<file path="config.mk">
export PLATFORM = sky130hd
export DESIGN_NAME = uart_prog_loader
export DESIGN_NICKNAME = d
export VERILOG_FILES = /design/src/rtl/uart_pkg.sv /design/src/rtl/uart_rx_byte.sv /design/src/rtl/uart_prog_loader.sv
export SDC_FILE = /design/constraint.sdc
export NUM_CORES = 1
export LEC_CHECK = 0
export ABC_CLOCK_PERIOD_IN_PS = 1800
export BUFFER_PORTS_ARGS = -buffer_cell sky130_fd_sc_hd__buf_2
export CORE_ASPECT_RATIO = 0.5
export CORE_MARGIN = 1
export CORE_UTILIZATION = 40
export DETAILED_ROUTE_END_ITERATION = 8
export PLACE_DENSITY = 0.68
export SLEW_MARGIN = 10
export SYNTH_ARGS = -nofsm -noshare
export SYNTH_HDL_FRONTEND = slang
export SYNTH_HIERARCHICAL = 1
export SYNTH_SLANG_ARGS = --single-unit
</file>
<file path="constraint.sdc">
create_clock -name clk -period 1.8 [get_ports clk]
set_input_delay 0.27 -clock clk [delete_from_list [all_inputs] [get_ports clk]]
set_output_delay 0.27 -clock clk [all_outputs]
set_load 0.05 [all_outputs]
</file>
<file path="src/rtl/uart_pkg.sv">
// Shared definitions for the UART program loader: sync bytes, FSM state
// encodings and the baud divider helper.
package uart_pkg;

    localparam logic [7:0] SYNC0 = 8'h55;
    localparam logic [7:0] SYNC1 = 8'hAA;

    typedef enum logic [2:0] {
        LD_IDLE,
        LD_SYNC1,
        LD_LEN0,
        LD_LEN1,
        LD_DATA,
        LD_CHK,
        LD_DONE,
        LD_ERR
    } loader_state_t;

    typedef enum logic [2:0] {
        RX_IDLE,
        RX_START,
        RX_DATA,
        RX_STOP,
        RX_WAIT_HIGH
    } rx_state_t;

    // Clock cycles per bit, truncated toward zero.
    function automatic int unsigned bit_div(input int unsigned clk_hz, input int unsigned baud);
        return clk_hz / baud;
    endfunction

endpackage

</file>
<file path="src/rtl/uart_rx_byte.sv">
// UART byte receiver: 2-flop synchronizer on rx, start-bit glitch rejection,
// mid-bit sampling of 8 data bits (LSB first) and a stop-bit check.
// Emits single-cycle byte_valid or frame_err pulses; nothing is buffered.
module uart_rx_byte #(
    parameter int unsigned CLK_HZ = 10000000,
    parameter int unsigned BAUD   = 115200
) (
    input  logic       clk,
    input  logic       rst,
    input  logic       rx,
    output logic       byte_valid,
    output logic [7:0] byte_data,
    output logic       frame_err
);
    import uart_pkg::*;

    localparam int unsigned BIT_DIV  = bit_div(CLK_HZ, BAUD);
    localparam int unsigned HALF_DIV = BIT_DIV / 2;
    localparam int          CNT_W    = $clog2(BIT_DIV + 1);
    localparam logic [CNT_W-1:0] BIT_LAST  = CNT_W'(BIT_DIV - 1);
    localparam logic [CNT_W-1:0] HALF_LAST = CNT_W'(HALF_DIV - 1);

    logic             rx_meta;
    logic             rx_sync;
    rx_state_t        state;
    logic [CNT_W-1:0] cnt;
    logic [2:0]       bit_idx;
    logic [7:0]       shift;

    // Bring the asynchronous line into the clock domain; idles high out of reset.
    always_ff @(posedge clk) begin
        if (rst) begin
            rx_meta <= 1'b1;
            rx_sync <= 1'b1;
        end else begin
            rx_meta <= rx;
            rx_sync <= rx_meta;
        end
    end

    // Bit-timing FSM: validate the start bit at half a bit, then sample each bit mid-cell.
    always_ff @(posedge clk) begin
        if (rst) begin
            state      <= RX_IDLE;
            cnt        <= '0;
            bit_idx    <= '0;
            shift      <= '0;
            byte_valid <= 1'b0;
            byte_data  <= '0;
            frame_err  <= 1'b0;
        end else begin
            byte_valid <= 1'b0;
            frame_err  <= 1'b0;
            case (state)
                RX_IDLE: begin
                    if (!rx_sync) begin
                        state <= RX_START;
                        cnt   <= '0;
                    end
                end
                RX_START: begin
                    if (cnt == HALF_LAST) begin
                        cnt <= '0;
                        if (rx_sync) begin
                            state <= RX_IDLE;
                        end else begin
                            state   <= RX_DATA;
                            bit_idx <= '0;
                        end
                    end else begin
                        cnt <= cnt + 1'b1;
                    end
                end
                RX_DATA: begin
                    if (cnt == BIT_LAST) begin
                        cnt     <= '0;
                        shift   <= {rx_sync, shift[7:1]};
                        bit_idx <= bit_idx + 3'd1;
                        if (bit_idx == 3'd7) begin
                            state <= RX_STOP;
                        end
                    end else begin
                        cnt <= cnt + 1'b1;
                    end
                end
                RX_STOP: begin
                    if (cnt == BIT_LAST) begin
                        cnt <= '0;
                        if (rx_sync) begin
                            byte_valid <= 1'b1;
                            byte_data  <= shift;
                            state      <= RX_IDLE;
                        end else begin
                            frame_err <= 1'b1;
                            state     <= RX_WAIT_HIGH;
                        end
                    end else begin
                        cnt <= cnt + 1'b1;
                    end
                end
                RX_WAIT_HIGH: begin
                    if (rx_sync) begin
                        state <= RX_IDLE;
                    end
                end
                default: state <= RX_IDLE;
            endcase
        end
    end

endmodule

</file>
<file path="src/rtl/uart_prog_loader.sv">
// UART program loader: receives 55 AA LEN_LO LEN_HI followed by LEN
// little-endian 32-bit words and writes them to instruction memory from
// word address 0 upward, holding the CPU in reset while a download runs.
// Optional feature macro: UART_PROG_CHECKSUM_EN adds a trailing XOR
// checksum byte over all data bytes, checked before declaring success.
module uart_prog_loader #(
    parameter int unsigned CLK_HZ = 10000000,
    parameter int unsigned BAUD   = 115200,
    parameter int unsigned ADDR_W = 11
) (
    input  logic              clk,
    input  logic              rst,
    input  logic              rx,
    output logic              prog_we,
    output logic [ADDR_W-1:0] prog_addr,
    output logic [31:0]       prog_wdata,
    output logic              cpu_hold,
    output logic              busy,
    output logic              done,
    output logic              err
);
    import uart_pkg::*;

    // Largest image that fits the memory, in words.
    localparam logic [16:0] MAX_LEN = 17'(64'd1 << ADDR_W);

    logic              byte_valid;
    logic [7:0]        byte_data;
    logic              frame_err;
    loader_state_t     state;
    logic [7:0]        len_lo;
    logic [15:0]       len_full;
    logic [ADDR_W-1:0] last_addr;
    logic [1:0]        byte_idx;
`ifdef UART_PROG_CHECKSUM_EN
    logic [7:0]        running_xor;
`endif

    uart_rx_byte #(
        .CLK_HZ (CLK_HZ),
        .BAUD   (BAUD)
    ) u_rx (
        .clk        (clk),
        .rst        (rst),
        .rx         (rx),
        .byte_valid (byte_valid),
        .byte_data  (byte_data),
        .frame_err  (frame_err)
    );

    assign len_full = {byte_data, len_lo};

    // Loader FSM with word assembly and address counter; all outputs registered.
    always_ff @(posedge clk) begin
        if (rst) begin
            state       <= LD_IDLE;
            len_lo      <= '0;
            last_addr   <= '0;
            byte_idx    <= '0;
            prog_we     <= 1'b0;
            prog_addr   <= '0;
            prog_wdata  <= '0;
            cpu_hold    <= 1'b0;
            busy        <= 1'b0;
            done        <= 1'b0;
            err         <= 1'b0;
`ifdef UART_PROG_CHECKSUM_EN
            running_xor <= '0;
`endif
        end else begin
            prog_we <= 1'b0;
            if (frame_err && state != LD_IDLE && state != LD_DONE && state != LD_ERR) begin
                state    <= LD_ERR;
                err      <= 1'b1;
                busy     <= 1'b0;
                cpu_hold <= 1'b1;
            end else begin
                case (state)
                    LD_IDLE, LD_DONE, LD_ERR: begin
                        if (byte_valid && byte_data == SYNC0) begin
                            state    <= LD_SYNC1;
                            cpu_hold <= 1'b1;
                            busy     <= 1'b1;
                            done     <= 1'b0;
                            err      <= 1'b0;
                        end
                    end
                    LD_SYNC1: begin
                        if (byte_valid) begin
                            if (byte_data == SYNC1) begin
                                state <= LD_LEN0;
                            end else begin
                                state <= LD_ERR;
                                err   <= 1'b1;
                                busy  <= 1'b0;
                            end
                        end
                    end
                    LD_LEN0: begin
                        if (byte_valid) begin
                            len_lo <= byte_data;
                            state  <= LD_LEN1;
                        end
                    end
                    LD_LEN1: begin
                        if (byte_valid) begin
                            prog_addr   <= '0;
                            byte_idx    <= '0;
                            last_addr   <= ADDR_W'(len_full - 16'd1);
`ifdef UART_PROG_CHECKSUM_EN
                            running_xor <= '0;
`endif
                            if (len_full == 16'd0) begin
                                state    <= LD_DONE;
                                done     <= 1'b1;
                                busy     <= 1'b0;
                                cpu_hold <= 1'b0;
                            end else if ({1'b0, len_full} > MAX_LEN) begin
                                state <= LD_ERR;
                                err   <= 1'b1;
                                busy  <= 1'b0;
                            end else begin
                                state <= LD_DATA;
                            end
                        end
                    end
                    LD_DATA: begin
                        if (prog_we) begin
                            // The final word leaves the address on itself so it never wraps.
                            if (prog_addr == last_addr) begin
`ifdef UART_PROG_CHECKSUM_EN
                                state <= LD_CHK;
`else
                                state    <= LD_DONE;
                                done     <= 1'b1;
                                busy     <= 1'b0;
                                cpu_hold <= 1'b0;
`endif
                            end else begin
                                prog_addr <= prog_addr + 1'b1;
                            end
                        end else if (byte_valid) begin
                            prog_wdata[{byte_idx, 3'b000} +: 8] <= byte_data;
                            byte_idx <= byte_idx + 2'd1;
`ifdef UART_PROG_CHECKSUM_EN
                            running_xor <= running_xor ^ byte_data;
`endif
                            if (byte_idx == 2'd3) begin
                                prog_we <= 1'b1;
                            end
                        end
                    end
`ifdef UART_PROG_CHECKSUM_EN
                    LD_CHK: begin
                        if (byte_valid) begin
                            busy <= 1'b0;
                            if (byte_data == running_xor) begin
                                state    <= LD_DONE;
                                done     <= 1'b1;
                                cpu_hold <= 1'b0;
                            end else begin
                                state <= LD_ERR;
                                err   <= 1'b1;
                            end
                        end
                    end
`endif
                    default: state <= LD_IDLE;
                endcase
            end
        end
    end

endmodule

</file>
==> run metrics <==
status=finished, violations left; violated checks=setup timing; WL/cell=14.17 um; Post-Syn Nets=around 630; Core ar.=12050 um^2; WHS Path Cells=2; placer congestion estimate=around 0.83; Post-synth EDFFs=0; Netlist Area Pre-Place=about 5000 um^2; Final Hold Fails=0; gr ovfl total=0; R2R Path Start=prog_addr[1]; ranking of synthesized cells by area=dfxtp_1 42%, a21oi_1 7.4%, nand2_1 6.7%; Final ANT Viol Nets=0; vias per cell=~5.3; die area=13130 um^2; H-tree levels=3; fin worst setup slack=-0.05569 ns; commonest non-fill, non-tap cell in the layout=dfxtp_1; DRC Markers=0; HP Class=primary input to register; Post-DP Area=roughly 6000 um^2; CP arrival=2.15 ns; kind of critical path=register to register; Clock Skew=between 0.009 and 0.01 ns; number of global-route vias before repair=between 4k and 5k; endpoints failing setup=4; Initial Util=0.4200; Worst R2R Setup Slack=-0.06 ns; Adder-Cell Fraction of Synth Area=0.03461; P_sw=0.001491 W; Initial DRC Count=between 300 and 400; Crit. End Element=register; Worst-Margin Slew=about 0.46 ns; register area share after synthesis=0.4153; simple-gate share of the synthesized area=0.2650; maximum vdd drop=roughly 0.47 mV; critical path launch point type=register; Yosys top cell by area=dfxtp_1; Period Utilization, post-route=1.031; clock root buffer master=clkbuf_16; worst slack, placed=-0.1503 ns; DR pass1 iterations=5; fmax=between 0.5 and 0.6 GHz; die width=between 150 and 200 um; Netlist cell types=67; PwrDens=around 840 nW/um^2; setup repair after global routing missed its margin=true; hpwl dp=around 8800 um; Synth Flop Type=dfxtp_1; logic gate share of total power=0.188; CTS tree=built; Area Growth Syn to Fin=28.43%; Max Cap Viol=0; Int Pwr=0.003946 W; post-route cell area=approximately 6500 um^2; Yosys reg bits=between 100 and 150; hold wc startpoint=rx; global-route wire length before repair=roughly 20000 um; Final nets=742; Max Root-Sink Buffers=2; mux share of post-synthesis cell area=0.001978; via count=roughly 4.8k; CP required=about 2.1 ns; Slew HR=0.6946; die height=just over 80 um; n_diodes=0; Critical R2R Capture=prog_addr[8]; largest net degree at the start of global routing=90; IO Port Bufs=50; post-synthesis compound-gate area fraction=0.1913; XOR/XNOR Fraction of Synth Area=0.04672; commonest non-fill, non-tap cells in the layout=90 x dfxtp_1, 89 x nand2_1, 78 x buf_4; Ports=approximately 50; clk slew on worst S/H paths=about 0.070 ns; Max Fanout on Critical Path=4; Hold Path End=u_rx/rx_meta; layout cells sized above 1=0.2795; gr usage total=0.1925; largest family of logic cells by synthesized area=simple AND/OR/NAND/NOR gates; sequential share of power=0.446; min Tclk post-route=1.856 ns; Lkg Pwr=about 2.5 nW; Switching Share=0.2742; drt total wl=between 10000 and 15000 um; CTS Sinks=between 100 and 150; clock share of power=0.366; ys async rst share=0; mean area per synthesized cell=8.216 um^2; Site Rows=28; initial antenna violation count=0; count of pins over their slew limit=0; cts-stage hold buffer count=0; worst skew pair latency=about 0.35 ns; R2R depth=8; share of the synthesized area in the top cell type=0.4153; Num CTS Buffers=9; Mapped Cells=between 600 and 700; yosys warns=6
## worst max-delay path by stage
stage | slack, ns | end | cells past startpoint | start
2_1_floorplan | -0.02 | cpu_hold | 6 | prog_addr[0]
3_3_place_gp | -0.18 | prog_addr[5] | 8 | state[2]
3_5_place_dp | -0.15 | prog_addr[6] | 7 | state[2]
4_1_cts | -0.02 | state[0] | 6 | last_addr[1]
5_1_grt | -0.11 | prog_addr[8] | 8 | prog_addr[1]
6_report | -0.06 | prog_addr[8] | 8 | prog_addr[1]
## cells by family after synthesis
family | after synthesis
adders and majority gates | 14
xor gates and xnor gates | 27
buffers and inverters | 54
and+or+nand+nor | 264
AOI/OAI and AO/OA | 151
DFF | 105
muxes | 1
## metrics by stage
step                TNS [ns]  instances    util  total power, W  hold WS, ns
floorplan           -0.02480        616       -        0.003066       0.3738
global placement      -1.881        872  0.4957        0.003351       0.4003
detailed placement    -3.897        872  0.4957        0.003363       0.4113
CTS                 -0.03936        890  0.5268        0.005399      0.08844
global route         -0.9932        895  0.5393        0.005634       0.1063
finish               -0.1235        895  0.5393        0.005436       0.1011
## sequential cells by signal (all words and copies together), names as in the netlist, 2 cells and up
register	count
u_rx/byte_data	8
u_rx/cnt	7
prog_wdata	32
last_addr	11
u_rx/shift	8
state	3
byte_idx	2
u_rx/state	3
prog_addr	11
u_rx/bit_idx	3
len_lo	8
## layer usage
layer,track usage,wire length (um)
met5,0,0
met3,0.03636,569
met4,0.06132,136
met2,0.3060,5729
met1,0.2652,6250
## critical path, cell delays in order, from the launching register on
cell and delay (ns):
dfxtp_2 0.33, xnor2_2 0.19, nand4_1 0.20, buf_4 0.21
o31ai_4 0.20, buf_4 0.21, a211oi_2 0.09, a21boi_0 0.21
o21a_1 0.15
## cell type report
class	instances	area (um^2)
flip-flops and latches	105	2123
well taps	165	206.4
repair buffers	133	918.4
inverters	19	71.32
clock inverters	4	51.30
fillers	1109	5552
clock buffers	12	246.5
multi-input cells	457	2883
## power groups by stage
stage | clock network, W | registers (W) | logic (W)
after global placement | 0 | 0.00246 | 0.000891
final | 0.00199 | 0.00242 | 0.00102
after CTS | 0.00203 | 0.00242 | 0.000950
after global routing | 0.00211 | 0.00243 | 0.00110
after floorplan | 0 | 0.00256 | 0.000504
after detailed placement | 0 | 0.00247 | 0.000898
## cells in the mapped netlist (all sizes together), types with 2 or more instances
library cell and instances:
buf 14, inv 19, o311ai 2, nor2 34, nor2b 6, xor2 2, nand2 90, a2111oi 4
a21oi 76, xnor2 25, nand2b 3, nor4b 3, nor3b 7, nand3 64, nor3 14, o21ai 16
nand4 6, or4 2, or3 4, and4 3, or2 3, nor4 6, o2111ai 2, o211ai 5
and3 3, a31oi 3, dfxtp 105, nand4b 3, o221ai 2, o21a 5, ha 14, and2 7
o31ai 2, clkbuf 21, a211oi 19, a311oi 4
## repair_timing
item,4_1_cts,5_1_grt
pin swaps,9,8
resized for setup,16,21
endpoints found under the setup margin,44,55
setup buffers,3,5
Power figures use the tool's default switching activity.
